===== src/rtl/dmux16_scan_seq.sv =====
// dmux16_scan_seq: sequences the select lines of a 1:16 demux through
// channels 0..15, holding each channel for DWELL cycles and driving the
// demux data input from a pattern captured when the scan starts.
// Supports one-shot and continuous scanning, abort, and busy/done status.
module dmux16_scan_seq #(
  parameter int unsigned DWELL = 4
) (
  input  logic        clk,
  input  logic        rstn,
  input  logic        start,
  input  logic        mode,
  input  logic        stop,
  input  logic [15:0] pattern,
  output logic        s0,
  output logic        s1,
  output logic        s2,
  output logic        s3,
  output logic        d0,
  output logic        busy,
  output logic        done
);

  localparam int unsigned CNT_W  = 8;
  localparam int unsigned CHAN_W = 4;
  localparam logic [CNT_W-1:0]  CNT_LAST  = CNT_W'(DWELL - 1);
  localparam logic [CHAN_W-1:0] CHAN_LAST = '1;

  typedef enum logic {
    IDLE = 1'b0,
    RUN  = 1'b1
  } state_t;

  state_t              state_q;
  logic [CNT_W-1:0]    cnt_q;
  logic [CHAN_W-1:0]   chan_q;
  logic [CHAN_W-1:0]   chan_nxt;
  logic [15:0]         pattern_q;
  logic                mode_q;

  // Next channel index, wrapping 15 -> 0 naturally in 4 bits.
  assign chan_nxt = chan_q + CHAN_W'(1);

  // Select lines come straight from the channel register.
  assign {s3, s2, s1, s0} = chan_q;

  // Scan sequencer: state, dwell counter, channel and all status outputs.
  always_ff @(posedge clk or negedge rstn) begin
    if (!rstn) begin
      state_q   <= IDLE;
      cnt_q     <= '0;
      chan_q    <= '0;
      pattern_q <= '0;
      mode_q    <= 1'b0;
      d0        <= 1'b0;
      busy      <= 1'b0;
      done      <= 1'b0;
    end else begin
      done <= 1'b0;
      case (state_q)
        IDLE: begin
          cnt_q  <= '0;
          chan_q <= '0;
          if (start) begin
            state_q   <= RUN;
            pattern_q <= pattern;
            mode_q    <= mode;
            d0        <= pattern[0];
            busy      <= 1'b1;
          end else begin
            d0   <= 1'b0;
            busy <= 1'b0;
          end
        end
        RUN: begin
          if (stop) begin
            // Abort wins over everything, including end of scan.
            state_q <= IDLE;
            cnt_q   <= '0;
            chan_q  <= '0;
            d0      <= 1'b0;
            busy    <= 1'b0;
          end else if (cnt_q == CNT_LAST) begin
            cnt_q <= '0;
            if (chan_q == CHAN_LAST) begin
              chan_q <= '0;
              if (mode_q) begin
                // Continuous: wrap to channel 0 without a gap cycle.
                d0 <= pattern_q[0];
              end else begin
                done <= 1'b1;
                if (start) begin
                  // Relaunch in the completion cycle with a fresh capture.
                  pattern_q <= pattern;
                  mode_q    <= mode;
                  d0        <= pattern[0];
                end else begin
                  state_q <= IDLE;
                  d0      <= 1'b0;
                  busy    <= 1'b0;
                end
              end
            end else begin
              chan_q <= chan_nxt;
              d0     <= pattern_q[chan_nxt];
            end
          end else begin
            cnt_q <= cnt_q + CNT_W'(1);
          end
        end
        default: begin
          state_q <= IDLE;
        end
      endcase
    end
  end

endmodule


===== config.mk =====
export PLATFORM = sky130hd
export DESIGN_NAME = dmux16_scan_seq
export DESIGN_NICKNAME = d
export VERILOG_FILES = /design/src/rtl/dmux16_scan_seq.sv
export SDC_FILE = /design/constraint.sdc
export NUM_CORES = 1
export LEC_CHECK = 0
export BUFFER_PORTS_ARGS = -buffer_cell sky130_fd_sc_hd__buf_4
export CAP_MARGIN = 10
export CELL_PAD_IN_SITES_DETAIL_PLACEMENT = 0
export CELL_PAD_IN_SITES_GLOBAL_PLACEMENT = 2
export CORE_UTILIZATION = 40
export DETAILED_ROUTE_END_ITERATION = 10
export PLACE_DENSITY = 0.82
export SLEW_MARGIN = 0
export SYNTH_ARGS = -nofsm -noshare
export SYNTH_HDL_FRONTEND = slang
export SYNTH_SLANG_ARGS = --single-unit

===== constraint.sdc =====
create_clock -name clk -period 3.4 [get_ports clk]
set_clock_uncertainty 0.05 [all_clocks]
set_input_delay 0.51 -clock clk [delete_from_list [all_inputs] [get_ports clk]]
set_output_delay 0.51 -clock clk [all_outputs]
set_load 0.05 [all_outputs]

After elaboration in Yosys (flattened, before gate mapping):

Cells that the tools add are included.

* $add $sub $neg: 2
* order comparisons: 1
* equality and inequality tests: 11
* mux-type cells: 45
* bitwise gates (word level): 1
* reduce and logical (&&, ||, !) cells: 3

Operators with widths (number)
* 16-bit two-way mux: 5
* 16-bit one-hot mux with 2 select lines: 1
* 1-bit two-way mux: 27
* 8-bit two-way mux: 2
* 8-bit one-hot mux with 2 select lines: 1
* 4-bit two-way mux: 3
* 4-bit AND reduction: 3
* 8-bit by 1-bit adder with 8-bit output, second input constant: 1
* 8-bit by 2-bit equality test with 1-bit output, second input constant: 1
* 1-bit one-hot mux with 2 select lines: 4
* 4-bit one-hot mux with 2 select lines: 1
* 2-bit != test, second input constant: 3
* 3-bit by 2-bit != test with 1-bit output, second input constant: 2
* 3-bit != test, second input constant: 2
* 4-bit by 5-bit less-than comparator with 1-bit output, second input constant: 1
* 4-bit by 1-bit adder with 4-bit output, second input constant: 1
* 1-bit binary-select mux with 4-bit select: 1
* 4-bit equality test, second input constant: 1
* 2-bit by 1-bit != test with 1-bit output, second input constant: 2
* 1-bit NOT: 1

* register bits after elaboration: 33
* input bits: 21
* output and inout bits: 7
* logic and storage cells: 71

Longest topological paths before layout:

Gate-level depths: netlist of run 1.

* depth in word-level cells: 7
* mapped depth: 8
* gate-level depth less buffers: 6

Worst setup path before layout of run 1:

No wires, ideal clock.

* path kind: register to register
* start: register chan_q[1]
* end: register pattern_q[0]
* setup time: 0.125 ns
* data arrival time: 2.134 ns
* data required time: 3.225 ns
* slack: 1.091 ns
* stages on the path, launching flop included: 8
* path buffers: 2
* clock period less this slack: 2.309 ns
* path through: dfrtp_1 ha_1 buf_4 nand3_1 o41ai_4 nand2_4 buf_6 mux2_4

* longest elaborated chain between the ends: 3

Ends and longest elaborated chain
* from (decl): line 35 `logic [CHAN_W-1:0] chan_q;`
* from (signal assigned): line 103 `chan_q <= chan_nxt;`
* 4-bit equality test: line 84 `if (chan_q == CHAN_LAST) begin`
* 2-bit by 1-bit != test with 1-bit output (no source line)
* 4-bit AND reduction (no source line)
* to (signal assigned): line 65 `pattern_q <= pattern;`
* to (signal assigned): line 93 `pattern_q <= pattern;`
* to (decl): line 37 `logic [15:0] pattern_q;`

No other way between the ends.
A chain may end at the register's enable or synchronous reset.

Worst setup path in the final report of run 1:

* start: register chan_q[0]
* end: register pattern_q[15]

The elaborated chain is that of the path after synthesis.

==> impl_metrics.toml, run 1 <==
[synth]
synth_fp_nets = 165
avgSynthCellArea_um2 = 12.1
ys_seq_elements = 33
syn-instance-count = 142
yosysWarnings = 0
syn_area_mm2 = 0.00171
synth_top_cell_by_area = "dfrtp_1"
synth_top_area_share = 0.482
synth_flop_cell = "dfrtp_1"
ys_types = 38
synth-seq-area-share = 0.482
async_flop_share = 1.00
synth_edf_count = 0
synth_top_cells_by_area = "dfrtp_1 (48%), mux2_4 (8.8%), mux4_2 (5.3%), nor2_1 (3.9%), mux2_2 (3.9%)"

[worst_setup_path]
critPathKind = "flip-flop to flip-flop"
cp.buffers_inverters = 0
worstPathCellList = "ha_1 -> nand3_1 -> o41ai_4 -> nand2_4 -> mux2_4"
path_max_fanout = 16
setup.worst_path.end_class = "flip-flop"
critPathTopFamily = "flip-flops"
cp-start-kind = "flip-flop"
rr_startpoint = "chan_q[0]"
cp.required_ps = 3520
cpPeakStageDelay_ps = 630
cp.arrival_ps = 2520
reg2reg_depth = 5
cp_slowest_cell = "dfrtp_1"
rr_endpoint = "pattern_q[15]"
r2r_setup_slack_ps = 990

[floorplan]
start_util = 0.422
io_pins = 28
die_w_um = 67.4
die_area_mm2 = 0.00454
rows = 23
core-area_mm2 = 0.00406
die_h_um = 67.4

[run_status]
status = "complete, no violations"

[layout]
fillCellCount = 356
diodes = 0
layout_common_cells = "dfrtp_1 (33), buf_4 (27), nor2_1 (18), mux2_4 (10)"
fin_util = 0.501
final_common_cell = "dfrtp_1"
syn_to_final_growth_pct = 18.7
finalNetCount = 191
finalInstanceArea_mm2 = 0.00203
drive_gt1_frac = 0.361

[min_path]
worstHoldPathType = "input port to asynchronous set/reset pin"

[placement]
dp_hpwl_mm = 2.37
placed_area_mm2 = 0.00193
place_congestion = 0.837
dp_slack_ps = 1010
io_buffers = 27

[clock_tree]
cts_tree = "yes"
cts.path.max_buffers = 2
ctsHtreeMaxLevel = 2
cts_setup_buffers = 0
clockRootBuffer = "clkbuf_8"
clk_pin_slew_ps = 70
cts.sinks = 33
numCtsBuffers = 5
cts.repair.resized = 0
insertion_delay_ps = 280
cts_hold_buf = 0

[global_route]
grt_start_max_net_pins = 34
grt_pass1_wl_mm = 5.61
grt_antenna_before_repair = 0
grt_overflow = 0
grt_pass1_vias = 1152
grt_usage = 0.173

[power]
seqPwrFrac = 0.487
power.switching_uw = 276
ir_drop_uv = 263
combPwrFrac = 0.194
p_leak_nw = 0.921
power.density_mw_per_mm2 = 506
clkPwrFrac = 0.319
p_total_mw = 1.03
swShare = 0.268
p_int_uw = 753

[drt]
highest_layer = "met4"
drt_iter0_drc = 127
drtPass1Iterations = 4
drc_errors = 0
detail_route.wl_per_cell_um = 15.6
met1Wirelength_mm = 1.57
wl_met2_mm = 1.70
drt_wl_total_mm = 3.41
vias_per_cell = 5.31
ant_nets = 0
wl_met3_um = 107
num_vias = 1163

[sta]
clock.fmax_mhz = 415
setup_ws_ps = 991
setup_viol = 0
fin_crit_sh = 0.709
worstMarginPinSlew_ps = 464
setup_tns_ps = 0
slew_viol_final = 0
rsz0062_at_grt = "no"
hold_viol_final = 0
fin_crit_ps = 2410
relSlewSlack = 0.691

[job]
drv_cap = 0
## power by group through the flow
stage | Sequential [mW] | Combinational, mW | Clock [mW]
after floorplan | 0.500 | 0.142 | 0
after global placement | 0.508 | 0.195 | 0
after detailed placement | 0.506 | 0.202 | 0
after CTS | 0.500 | 0.203 | 0.333
after global routing | 0.508 | 0.218 | 0.355
final | 0.500 | 0.200 | 0.328
## area by class of cell
type,instances,area (um^2),area share
flip-flops and latches,33,826,0.406
multi-input cells,99,832,0.409
well taps,50,62.6,0.0308
clock buffers,7,96.3,0.0474
repair buffers,27,203,0.0998
clock inverters,1,5.00,0.00246
inverters,2,7.51,0.00369
## cells in the mapped netlist (2+ instances only)
library cell / instances
mux2_4: 10
inv_1: 2
clkbuf_1: 4
nand2b_1: 3
xor2_1: 6
xnor2_1: 2
a21oi_1: 8
buf_4: 2
mux2i_1: 2
dfrtp_1: 33
nor3_1: 2
nand2_1: 5
o21ai_0: 2
mux4_2: 4
mux2_2: 6
nand3_1: 8
and3_1: 4
ha_1: 2
nor2_1: 18
## per-stage QoR
step                hold WS [ps]  std cells
floorplan                    164        142
global placement             422        211
detailed placement           435        211
CTS                          132        219
global route                 133        219
finish                       108        219
## kinds of logic (layout without fill, tap and decap cells)
| kind of cell | Yosys count | after routing | share of synthesized area |
|---|---|---|---|
| and+or+nand+nor | 48 | 48 | 0.155 |
| DFF | 33 | 33 | 0.482 |
| muxes | 22 | 22 | 0.192 |
| AOI/OAI and AO/OA | 19 | 19 | 0.0841 |
| buffers and inverters | 10 | 37 | 0.0314 |
| xor gates and xnor gates | 8 | 8 | 0.0409 |
| adders and majority gates | 2 | 2 | 0.0146 |
## worst max path at each step
stage	startpoint	endpoint	cells after the start
2_1_floorplan	chan_q[1]	pattern_q[0]	7
5_1_grt	chan_q[0]	pattern_q[15]	5
3_3_place_gp	chan_q[0]	pattern_q[6]	5
4_1_cts	chan_q[0]	pattern_q[15]	5
6_report	chan_q[0]	pattern_q[15]	5
3_5_place_dp	chan_q[0]	pattern_q[2]	5
## worst register-to-register path: stages, from the launching register on
cell and delay, ps:
dfrtp_1 630, ha_1 420, nand3_1 280, o41ai_4 320, nand2_4 230, mux2_4 360
## flip-flops by register name (all words and copies together) (netlist names)
| register | count |
|---|---|
| state_q | 1 |
| busy | 1 |
| chan_q | 4 |
| pattern_q | 16 |
| cnt_q | 8 |
| d0 | 1 |
| done | 1 |
| mode_q | 1 |
## metal layers
layer | vias up | track usage
met5 | - | 0
met4 | 0 | 0.0638
met3 | 4 | 0.0456
met2 | 24 | 0.269
met1 | 572 | 0.231
li1 | 563 | -
No activity file was read; power rests on OpenSTA's default activity.
==> run 2: changes to the inputs <==
Settings changed: CORE_UTILIZATION 40 to 37, PLACE_DENSITY 0.82 to 0.77.
Clock period 3.4 ns to 2.3 ns, I/O delays scaled along.
==> impl_metrics.toml, run 2 (synthesis results as in run 1) <==
[run_status]
status = "complete, no violations"

[power]
seqPwrFrac = 0.481
p_int_mw = 1.12
power.density_mw_per_mm2 = 739
combPwrFrac = 0.198
clkPwrFrac = 0.320
swShare = 0.269
ir_drop_uv = 380
power.switching_uw = 411
p_total_mw = 1.53
p_leak_nw = 0.939

[placement]
dp_slack_ps = 169
io_buffers = 27
place_congestion = 0.802
dp_cells = 216
dp_hpwl_mm = 2.43

[sta]
hold_viol_final = 0
setup_viol = 0
relSlewSlack = 0.679
worstMarginPinSlew_ps = 470
fin_crit_sh = 0.926
clock.fmax_mhz = 469
setup_tns_ps = 0
fin_crit_ps = 2130
setup_ws_ps = 170
whs_ps = 227
slew_viol_final = 0
rsz0062_at_grt = "no"

[drt]
ant_nets = 0
detail_route.wl_per_cell_um = 15.4
drt_wl_total_mm = 3.46
num_vias = 1186
drc_errors = 0
drt_iter0_drc = 95
drtPass1Iterations = 3
vias_per_cell = 5.27

[floorplan]
core-area_mm2 = 0.00441
rows = 24
io_pins = 28
die_w_um = 70.0
die_area_mm2 = 0.00490
die_h_um = 70.0
start_util = 0.388

[layout]
max_flop_register = "pattern_q"
drive_gt1_frac = 0.376
reg_top3 = "pattern_q (16), cnt_q (8), chan_q (4)"
layout_common_cells = "dfrtp_1 (32), buf_4 (30), nor2_1 (18), mux2_4 (10)"
finalNetCount = 195
largest_reg_flops = 16
syn_to_final_growth_pct = 20.8
fin_cells = 225
final_common_cell = "dfrtp_1"
diodes = 0

[min_path]
min_path_cells = 3
worstHoldPathType = "input port to flip-flop"

[worst_setup_path]
setup.worst_path.end_class = "flip-flop"
cp.required_ps = 2420
cp.arrival_ps = 2250
path_max_fanout = 8
critPathKind = "flip-flop to flip-flop"
reg2reg_depth = 6
cp-start-kind = "flip-flop"

[clock_tree]
numCtsBuffers = 5
cts_tree = "yes"
insertion_delay_ps = 290
cts.sinks = 33
cts.path.max_buffers = 2
ctsHtreeMaxLevel = 2
cts.repair.resized = 0
clk_pin_slew_ps = 70
clockRootBuffer = "clkbuf_8"

[job]
drv_cap = 0

[global_route]
grt_overflow = 0
grt_antenna_before_repair = 0
grt_usage = 0.156
grtUsageMet2 = 0.229
grtUsageMet3 = 0.0447
grt_pass1_wl_mm = 5.87
grt_start_max_net_pins = 34
grt_pass1_vias = 1179
global_route.usage.met1 = 0.217
busiest_layer = "met2"
[run 2: metrics by stage]
step	instance area, um^2	util
after floorplan	1710	-
after global placement	1960	0.443
after detailed placement	1960	0.443
after CTS	2070	0.469
after global routing	2070	0.469
final	2070	0.469
[run 2: cell type report]
class / count / area (um^2)
Sequential cell: 33 / 827
Fill cell: 400 / 2350
Clock buffer: 7 / 96.3
Multi-Input combinational cell: 99 / 832
Tap cell: 52 / 65.1
Timing Repair Buffer: 31 / 235
Clock inverter: 1 / 5.00
Inverter: 2 / 7.51
[run 2: worst paths after layout]
check                                    from             to  slack, ps
max in group asynchronous                rstn      chan_q[1]       1370
worst max register to register      chan_q[1]             d0        170
min in group asynchronous                rstn           busy        480
worst min-delay path                     mode         mode_q        230
worst min register to register  pattern_q[12]  pattern_q[12]        460
worst max-delay path                chan_q[1]             d0        170
[run 2: critical path: stages, from the launching register on]
cell	delay, ps
dfrtp_2	460
ha_1	430
mux4_2	540
mux2i_1	150
nor2_1	60
nor4_1	230
nor3_1	90
[run 2: power groups by stage]
stage / Clock, mW / Sequential (mW) / Combinational [mW]
2_1_floorplan: 0 / 0.740 / 0.210
3_3_place_gp: 0 / 0.744 / 0.295
3_5_place_dp: 0 / 0.745 / 0.305
6_report: 0.489 / 0.735 / 0.303
4_1_cts: 0.507 / 0.735 / 0.307
5_1_grt: 0.527 / 0.746 / 0.330
[run 2: timing repair]
item | CTS | global route
hold endpoints to repair | 33 | 0
setup buffers | 0 | 0
hold buffers | 1 | 0
endpoints found under the setup margin | 0 | 0
[run 2: per-layer routing]
| metal | vias up | wire (um) |
|---|---|---|
| met2 | 18 | 1620 |
| met1 | 590 | 1670 |
| met3 | 6 | 112 |
| met5 | - | 0 |
| met4 | 0 | 59 |
| li1 | 572 | - |
